## config.mk

```make
export PLATFORM = sky130hd
export DESIGN_NAME = uart_rx_fifo
export DESIGN_NICKNAME = d
export VERILOG_FILES = /design/src/rtl/uart_rx_fifo.sv
export SDC_FILE = /design/constraint.sdc
export NUM_CORES = 1
export LEC_CHECK = 0
export ABC_CLOCK_PERIOD_IN_PS = 3500
export BUFFER_PORTS_ARGS = -buffer_cell sky130_fd_sc_hd__buf_2
export CORE_UTILIZATION = 35
export CTS_CLUSTER_DIAMETER = 200
export DETAILED_ROUTE_END_ITERATION = 12
export PLACE_DENSITY = 0.5
export SLEW_MARGIN = 30
export SYNTH_ARGS = -nofsm -noshare
export SYNTH_HDL_FRONTEND = slang
export SYNTH_SLANG_ARGS = --single-unit
```

## constraint.sdc

```tcl
create_clock -name clk -period 3.5 [get_ports clk]
set_input_delay 0.175 -clock clk [delete_from_list [all_inputs] [get_ports clk]]
set_output_delay 0.175 -clock clk [all_outputs]
set_load 0.1 [all_outputs]
```

## src/rtl/uart_rx_fifo.sv

```systemverilog
// uart_rx_fifo: receive buffer downstream of the UART receiver.
// Synchronises the receiver done flag and writes one byte per rising edge.
// Bytes are held in a circular FIFO and read out through rd_en/rd_valid.
// Optional build macro UART_RX_FIFO_OVERWRITE_EN: a write into a full FIFO
// replaces the oldest entry instead of dropping the new byte.
module uart_rx_fifo #(
  parameter int unsigned DATA_W = 8,
  parameter int unsigned ADDR_W = 4
) (
  input  logic              clk,
  input  logic              reset,
  input  logic [DATA_W-1:0] rx_dout,
  input  logic              rx_done_tick,
  input  logic              rd_en,
  output logic [DATA_W-1:0] rd_data,
  output logic              rd_valid,
  output logic              empty,
  output logic              full,
  output logic [ADDR_W:0]   count,
  output logic              overflow,
  input  logic              ovf_clr
);

  localparam int unsigned DEPTH = 1 << ADDR_W;

  // Done-flag synchroniser and edge history
  logic sync1_q, sync2_q, prev_q;
  logic wr;

  // FIFO state
  logic [DATA_W-1:0] mem_q [DEPTH];
  logic [ADDR_W-1:0] wptr_q, wptr_d;
  logic [ADDR_W-1:0] rptr_q, rptr_d;
  logic [ADDR_W:0]   count_q, count_d;
  logic              overflow_q, overflow_d;
  logic [DATA_W-1:0] rd_data_q;
  logic              rd_valid_q;

  // Handshake decode
  logic rd_acc;
  logic wr_acc;
  logic ovf_evt;
  logic mem_we;

  // Two-flop synchroniser plus edge history; preset high so a receiver held
  // in reset (done high) never looks like a fresh frame.
  always_ff @(posedge clk or negedge reset) begin
    if (!reset) begin
      sync1_q <= 1'b1;
      sync2_q <= 1'b1;
      prev_q  <= 1'b1;
    end else begin
      sync1_q <= rx_done_tick;
      sync2_q <= sync1_q;
      prev_q  <= sync2_q;
    end
  end

  assign wr = sync2_q & ~prev_q;

  assign empty = (count_q == '0);
  assign full  = (count_q == (ADDR_W + 1)'(DEPTH));

  // A read frees a slot in the same cycle, so a full FIFO still accepts the
  // write when a read is accepted alongside it.
  assign rd_acc  = rd_en & ~empty;
  assign wr_acc  = wr & (~full | rd_acc);
  assign ovf_evt = wr & full & ~rd_acc;

  // Next-state for pointers, occupancy and sticky overflow
  always_comb begin
    wptr_d     = wptr_q;
    rptr_d     = rptr_q;
    count_d    = count_q;
    mem_we     = 1'b0;
    overflow_d = overflow_q;

    if (rd_acc) begin
      rptr_d = rptr_q + ADDR_W'(1);
    end
    if (wr_acc) begin
      mem_we = 1'b1;
      wptr_d = wptr_q + ADDR_W'(1);
    end
`ifdef UART_RX_FIFO_OVERWRITE_EN
    if (ovf_evt) begin
      mem_we = 1'b1;
      wptr_d = wptr_q + ADDR_W'(1);
      rptr_d = rptr_q + ADDR_W'(1);
    end
`endif

    unique case ({wr_acc, rd_acc})
      2'b10:   count_d = count_q + (ADDR_W + 1)'(1);
      2'b01:   count_d = count_q - (ADDR_W + 1)'(1);
      default: count_d = count_q;
    endcase

    // A new overflow in the same cycle as a clear takes priority
    if (ovf_evt) begin
      overflow_d = 1'b1;
    end else if (ovf_clr) begin
      overflow_d = 1'b0;
    end
  end

  // Storage array; contents survive reset and are simply orphaned by it
  always_ff @(posedge clk) begin
    if (mem_we) begin
      mem_q[wptr_q] <= rx_dout;
    end
  end

  // Pointer, occupancy, status and registered read-port state
  always_ff @(posedge clk or negedge reset) begin
    if (!reset) begin
      wptr_q     <= '0;
      rptr_q     <= '0;
      count_q    <= '0;
      overflow_q <= 1'b0;
      rd_data_q  <= '0;
      rd_valid_q <= 1'b0;
    end else begin
      wptr_q     <= wptr_d;
      rptr_q     <= rptr_d;
      count_q    <= count_d;
      overflow_q <= overflow_d;
      rd_valid_q <= rd_acc;
      if (rd_acc) begin
        rd_data_q <= mem_q[rptr_q];
      end
    end
  end

  assign rd_data  = rd_data_q;
  assign rd_valid = rd_valid_q;
  assign count    = count_q;
  assign overflow = overflow_q;

endmodule

```

After elaboration in Yosys (flattened, before gate mapping):

Memories as Yosys holds them, arrays and structs flattened. A register that Yosys moved wholly into a read port is not among the register bits.
Cells that the tools add are included.
Widths: inputs -> output; s select.

* register bits after elaboration: 18
* latch bits: 0
* bits in writable memories: 128
* memory bits (read-only): 0
* input port bits: 13
* output and inout bits: 17
* logic and storage cells: 36
* memories: 1

Memory list
* mem_q: depth 16, bits a word 8, rd ports 1, clocked after memory_dff 1, wr ports 1, RTL line 31 `logic [DATA_W-1:0] mem_q [DEPTH];`

* add/sub/neg operators: 4
* $mul: 0
* divide/modulo/power cells: 0
* $lt $le $gt $ge: 0
* equality and inequality tests: 3
* shift operators: 0
* multiplexer cells: 6
* bitwise gates (word level): 10
* reductions and logical operators: 4

Operator list (count)
* $pmux 5 s2: 1
* $add 4x1->4 const B: 2
* $add 5x1->5 const B: 1
* $and 1x1->1: 5
* $eq 5x5->1 const B: 1
* $logic_not 5->1: 1
* $mux 1: 5
* $sub 5x1->5 const B: 1
* $not 1->1: 4
* $reduce_bool 2->1: 2
* $eq 2x1->1 const B: 1
* $eq 2x2->1 const B: 1
* $logic_not 1->1: 1
* $or 1x1->1: 1

Logic depth before layout (Yosys ltp):

* depth in word-level cells: 8
* gate-level depth with buffers: 11
* depth with buffers taken out: 11

Least setup slack after synthesis:

OpenSTA, ideal clock, no wires.

* path kind: reg-to-reg
* start: register count_q[0] (netlist: count[0])
* end: register count_q[3] (netlist: count[3])
* setup time: 0.126 ns
* arrival time: 3.347 ns
* required time: 3.374 ns
* setup slack: 0.027 ns
* stages on the path, launching flop included: 6
* path buffers: 0
* clock period less this slack: 3.473 ns
* cells stage by stage: dfrtp_1 > or4_4 > nor2_1 > a21o_1 > a21oi_4 > mux2_4

* longest elaborated chain between the ends: 7
* elaborated cells between the ends (all ways): 13
* those cells by class: add/sub: 2; eq/ne: 3; mux: 1; bitwise: 5; reduce/logical: 2

Ends and longest elaborated chain
* start, declared: RTL line 34 `logic [ADDR_W:0] count_q, count_d;`
* start signal, assigned: RTL line 126 `count_q <= count_d;`
* $logic_not 5->1 *: RTL line 61 `assign empty = (count_q == '0);`
* net empty: RTL line 17 `output logic empty,`
* $not 1->1 *: RTL line 66 `assign rd_acc = rd_en & ~empty;`
* $and 1x1->1 *: RTL line 66
* $or 1x1->1: RTL line 67 `assign wr_acc = wr & (~full | rd_acc);`
* $and 1x1->1: RTL line 67
* $eq 2x1->1 or $eq 2x2->1 (tied branches): RTL line 93 `unique case ({wr_acc, rd_acc})`
* $pmux 5 s2 or $reduce_bool 2->1 (tied branches)

Mark *: on every way through the listed nets, which the timed path passes. The rest lies on a longest branch.
A chain may end at the register's enable or synchronous reset.

Worst setup path in the final report:

* start: register count_q[0] (netlist: count[0])
* end: register count_q[4] (netlist: count[4])

* longest elaborated chain between the ends: 7
* elaborated cells between the ends (all ways): 13
* those cells by class: add/sub: 2; eq/ne: 3; mux: 1; bitwise: 5; reduce/logical: 2

Ends and longest elaborated chain
* $logic_not 5->1 *: RTL line 61
* $not 1->1 *: RTL line 66
* $and 1x1->1 *: RTL line 66
* net rd_acc: RTL line 40 `logic rd_acc;`
* $or 1x1->1: RTL line 67
* $and 1x1->1: RTL line 67
* $eq 2x1->1 or $eq 2x2->1 (tied branches): RTL line 93
* $pmux 5 s2 or $reduce_bool 2->1 (tied branches)

Marked as above.

==> out/qor.txt <==
status -> completed
H-tree levels -> 4
Setup Fix Bufs, Post-CTS -> 0
die area -> 0.0181 mm²
vias per cell -> 4.96
CTS tree -> done
CTS Hold Buffers Added -> 2
Hold Crit Class -> in2reg
Synth Area in Adders -> 1.95%
synthesized area -> 0.00615 mm²
most common cell in the netlist -> edfxtp_1
Setup CP Type -> reg2reg
first-pass GRT wire length -> 19,600 µm
Synth warnings -> 0
Distinct cells, synth -> 41
CP Launch Type -> flop
GRT Total Usage -> 15.4%
Seq/Total Area, Yosys -> 73.2%
Crit path depth -> 11
Simple-Gate Fraction of Synth Area -> 3.97%
WL met3 -> 467 µm
CTS root buffer -> clkbuf_16
Hold Slack -> 0.0363 ns
ys async rst share -> 16.9%
worst reg2reg path startpoint -> count[0]
row count -> 48
Final nets -> 396
Boundary Pins -> 30
area of the multi-input gates -> 0.00155 mm²
layout cells sized above 1 -> 32.0%
worst endpoint required time -> 3.84 ns
largest family of logic cells by synthesized area -> multiplexers
RR Endpoint -> count[4]
switch share -> 36.3%
critical path's largest stage delay -> 0.57 ns
clk_skew -> 0.0106 ns
Syn Nets -> 341
clock insertion delay at the later pin of the skew report -> 0.42 ns
post-synth top area share -> 62.5%
cells after synthesis -> 319
multiplexer share of the synthesized area -> 14.8%
Die Y-Extent -> 135 µm
area growth from synthesis to layout -> 18.1%
Max Fclk -> 338 MHz
Post-synth EDFFs -> 128
clock transition at the registers of the reported paths -> 0.06 ns
area of the core -> 0.0172 mm²
Yosys reg bits -> 154
Critical path buffers and inverters -> 2
M1 WL -> 5620 µm
highest-delay cell along the critical path -> or4_4
Vias -> 3,038
Finish-stage setup viols -> 0
setup TNS -> 0 ns
clock share of power -> 29.2%
Detail Route Antenna Nets -> 0
critical path arrival -> 3.30 ns
cell taking the most area after synthesis -> edfxtp_1
TritonCTS Buffers -> 17
GRT Residual Overflow -> 0
Worst Tran Pin Value -> 0.866 ns
unrepaired setup endpoints after global routing -> false
total placed cells including tap cells -> 578
most frequent cells after synthesis -> edfxtp_1 (128), mux4_2 (32), dfrtp_1 (23)
Final HPWL DP -> 7930 µm
port buffer count -> 29
combinational power share -> 32.1%
CTS Buffer Depth -> 2
Peak VDD IR -> 0.797 mV
largest net degree at the start of global routing -> 35
Sequential Area -> 0.00450 mm²
crit path to -> count[4]
DRT Pass-1 Iters -> 4
antenna violations before repair -> 0
clock sinks -> 154
Fillers -> 1,542
met2 WL post-DR -> 6140 µm
die width -> 135 µm
Pwr Density -> 863 mW/mm²
top cell family by delay on the critical path -> compound AO/OA/AOI/OAI gates
crit path from -> count[0]
crit path max fanout -> 12
Initial Utilization -> 35.7%
final number of hold-violating endpoints -> 0
# DRC -> 0
Psw -> 2.28 mW
vias in the first global route -> 3,273
worst rel slew slack -> 42.0%
Synth Area in Compound Gates -> 3.13%
pins over their slew limit -> 0
Synth area leaders -> edfxtp_1 (63%), mux4_2 (12%), dfrtp_1 (9.4%)
Cell Chain, Critical Path -> or4_4 -> o21ai_4 -> inv_4 -> nand2_4 -> inv_2 -> ha_1 -> nor2b_1 -> o21ai_0 -> nand2_1 -> o31a_1 -> o211ai_1
crit share post-route -> 84.5%
n_diodes -> 0
top layer in use -> met4
r2r setup slk -> 0.54 ns
Gates resized, CTS repair -> 0
min cycle time layout -> 2.96 ns
RePlAce Congestion -> 0.779
Static Leak -> 2.55 nW
R2R depth -> 11
WL per Instance -> 20.2 µm
Final Util -> 42.1%
WL final -> 12,400 µm
P_int -> 3.99 mW
Flop pwr share -> 38.7%
First DRT Iteration DRCs -> 205
xor and xnor area share after synthesis -> 1.28%
CP Capture Type -> flop
Post-Layout Cell Count -> 612
Primary FF master, synth -> edfxtp_1
Avg Inst Size Synth -> 19.3 µm²
Max Cap Viol -> 0
## kinds of logic after synthesis
group                      after synthesis
muxes                                   50
buffers and inverters                   23
DFF                                    154
xor gates and xnor gates                 9
adders and majority gates                9
and+or+nand+nor                         52
AOI/OAI and AO/OA                       22
## flip-flops by register name, indices dropped and copies added (netlist names)
register,cells
prev_q,1
sync1_q,1
sync2_q,1
rd_valid,1
count,5
rd_data,8
mem_q,128
wptr_q,4
overflow,1
rptr_q,4
## per-stage QoR
| step | power (mW) | setup slack [ns] | cell area (µm²) |
|---|---|---|---|
| final | 6.27 | 0.542 | 7260 |
| after global routing | 6.58 | 0.351 | 7260 |
| after CTS | 6.36 | 0.527 | 7260 |
| after detailed placement | 4.53 | 0.543 | 6650 |
| after global placement | 4.49 | 0.611 | 6650 |
| after floorplan | 4.02 | 0.0272 | 6150 |
## metal layers
metal / GRT usage (%) / up-vias
met2: 25.5 / 71
li1: - / 1378
met4: 4.87 / 0
met5: 0 / -
met3: 4.09 / 15
met1: 19.8 / 1574
## worst register-to-register path: stages, from the launching register on
cell	delay (ns)
dfrtp_1	0.44
or4_4	0.57
o21ai_4	0.37
inv_4	0.11
nand2_4	0.10
inv_2	0.06
ha_1	0.31
nor2b_1	0.14
o21ai_0	0.23
nand2_1	0.14
o31a_1	0.25
o211ai_1	0.15
## power by group through the flow
stage	sequential [mW]	combinational, mW	clock [mW]
2_1_floorplan	2.89	1.13	0
3_3_place_gp	2.46	2.03	0
3_5_place_dp	2.47	2.05	0
4_1_cts	2.44	2.06	1.87
5_1_grt	2.46	2.17	1.95
6_report	2.43	2.01	1.83
## final cells by class
type	instances	share of cell area, %
clock buffers	18	5.91
well taps	225	3.88
inverters	9	0.500
flip-flops and latches	154	61.9
repair buffers	50	4.24
multi-input cells	142	21.3
clock inverters	14	2.24
## placed cells by master, fill, tap and decap left out, types with 9 or more instances in the layout
cell       count
mux4_2        32
xnor2_1        9
mux2i_1       16
edfxtp_1     128
dfrtp_1       23
nand2_1       20
buf_4         19
clkbuf_16     17
nor2_1        14
buf_2         29
## worst min path at each step
stage | start | depth (start not counted) | slack, ns | endpoint
3_3_place_gp | reset | 1 | 0.22 | wptr_q[0]
6_report | ovf_clr | 3 | 0.04 | overflow
4_1_cts | ovf_clr | 3 | 0.02 | overflow
5_1_grt | ovf_clr | 3 | 0.03 | overflow
2_1_floorplan | reset | 0 | -0.12 | count[0]
3_5_place_dp | reset | 1 | 0.22 | wptr_q[0]
Power figures use the tool's default switching activity.
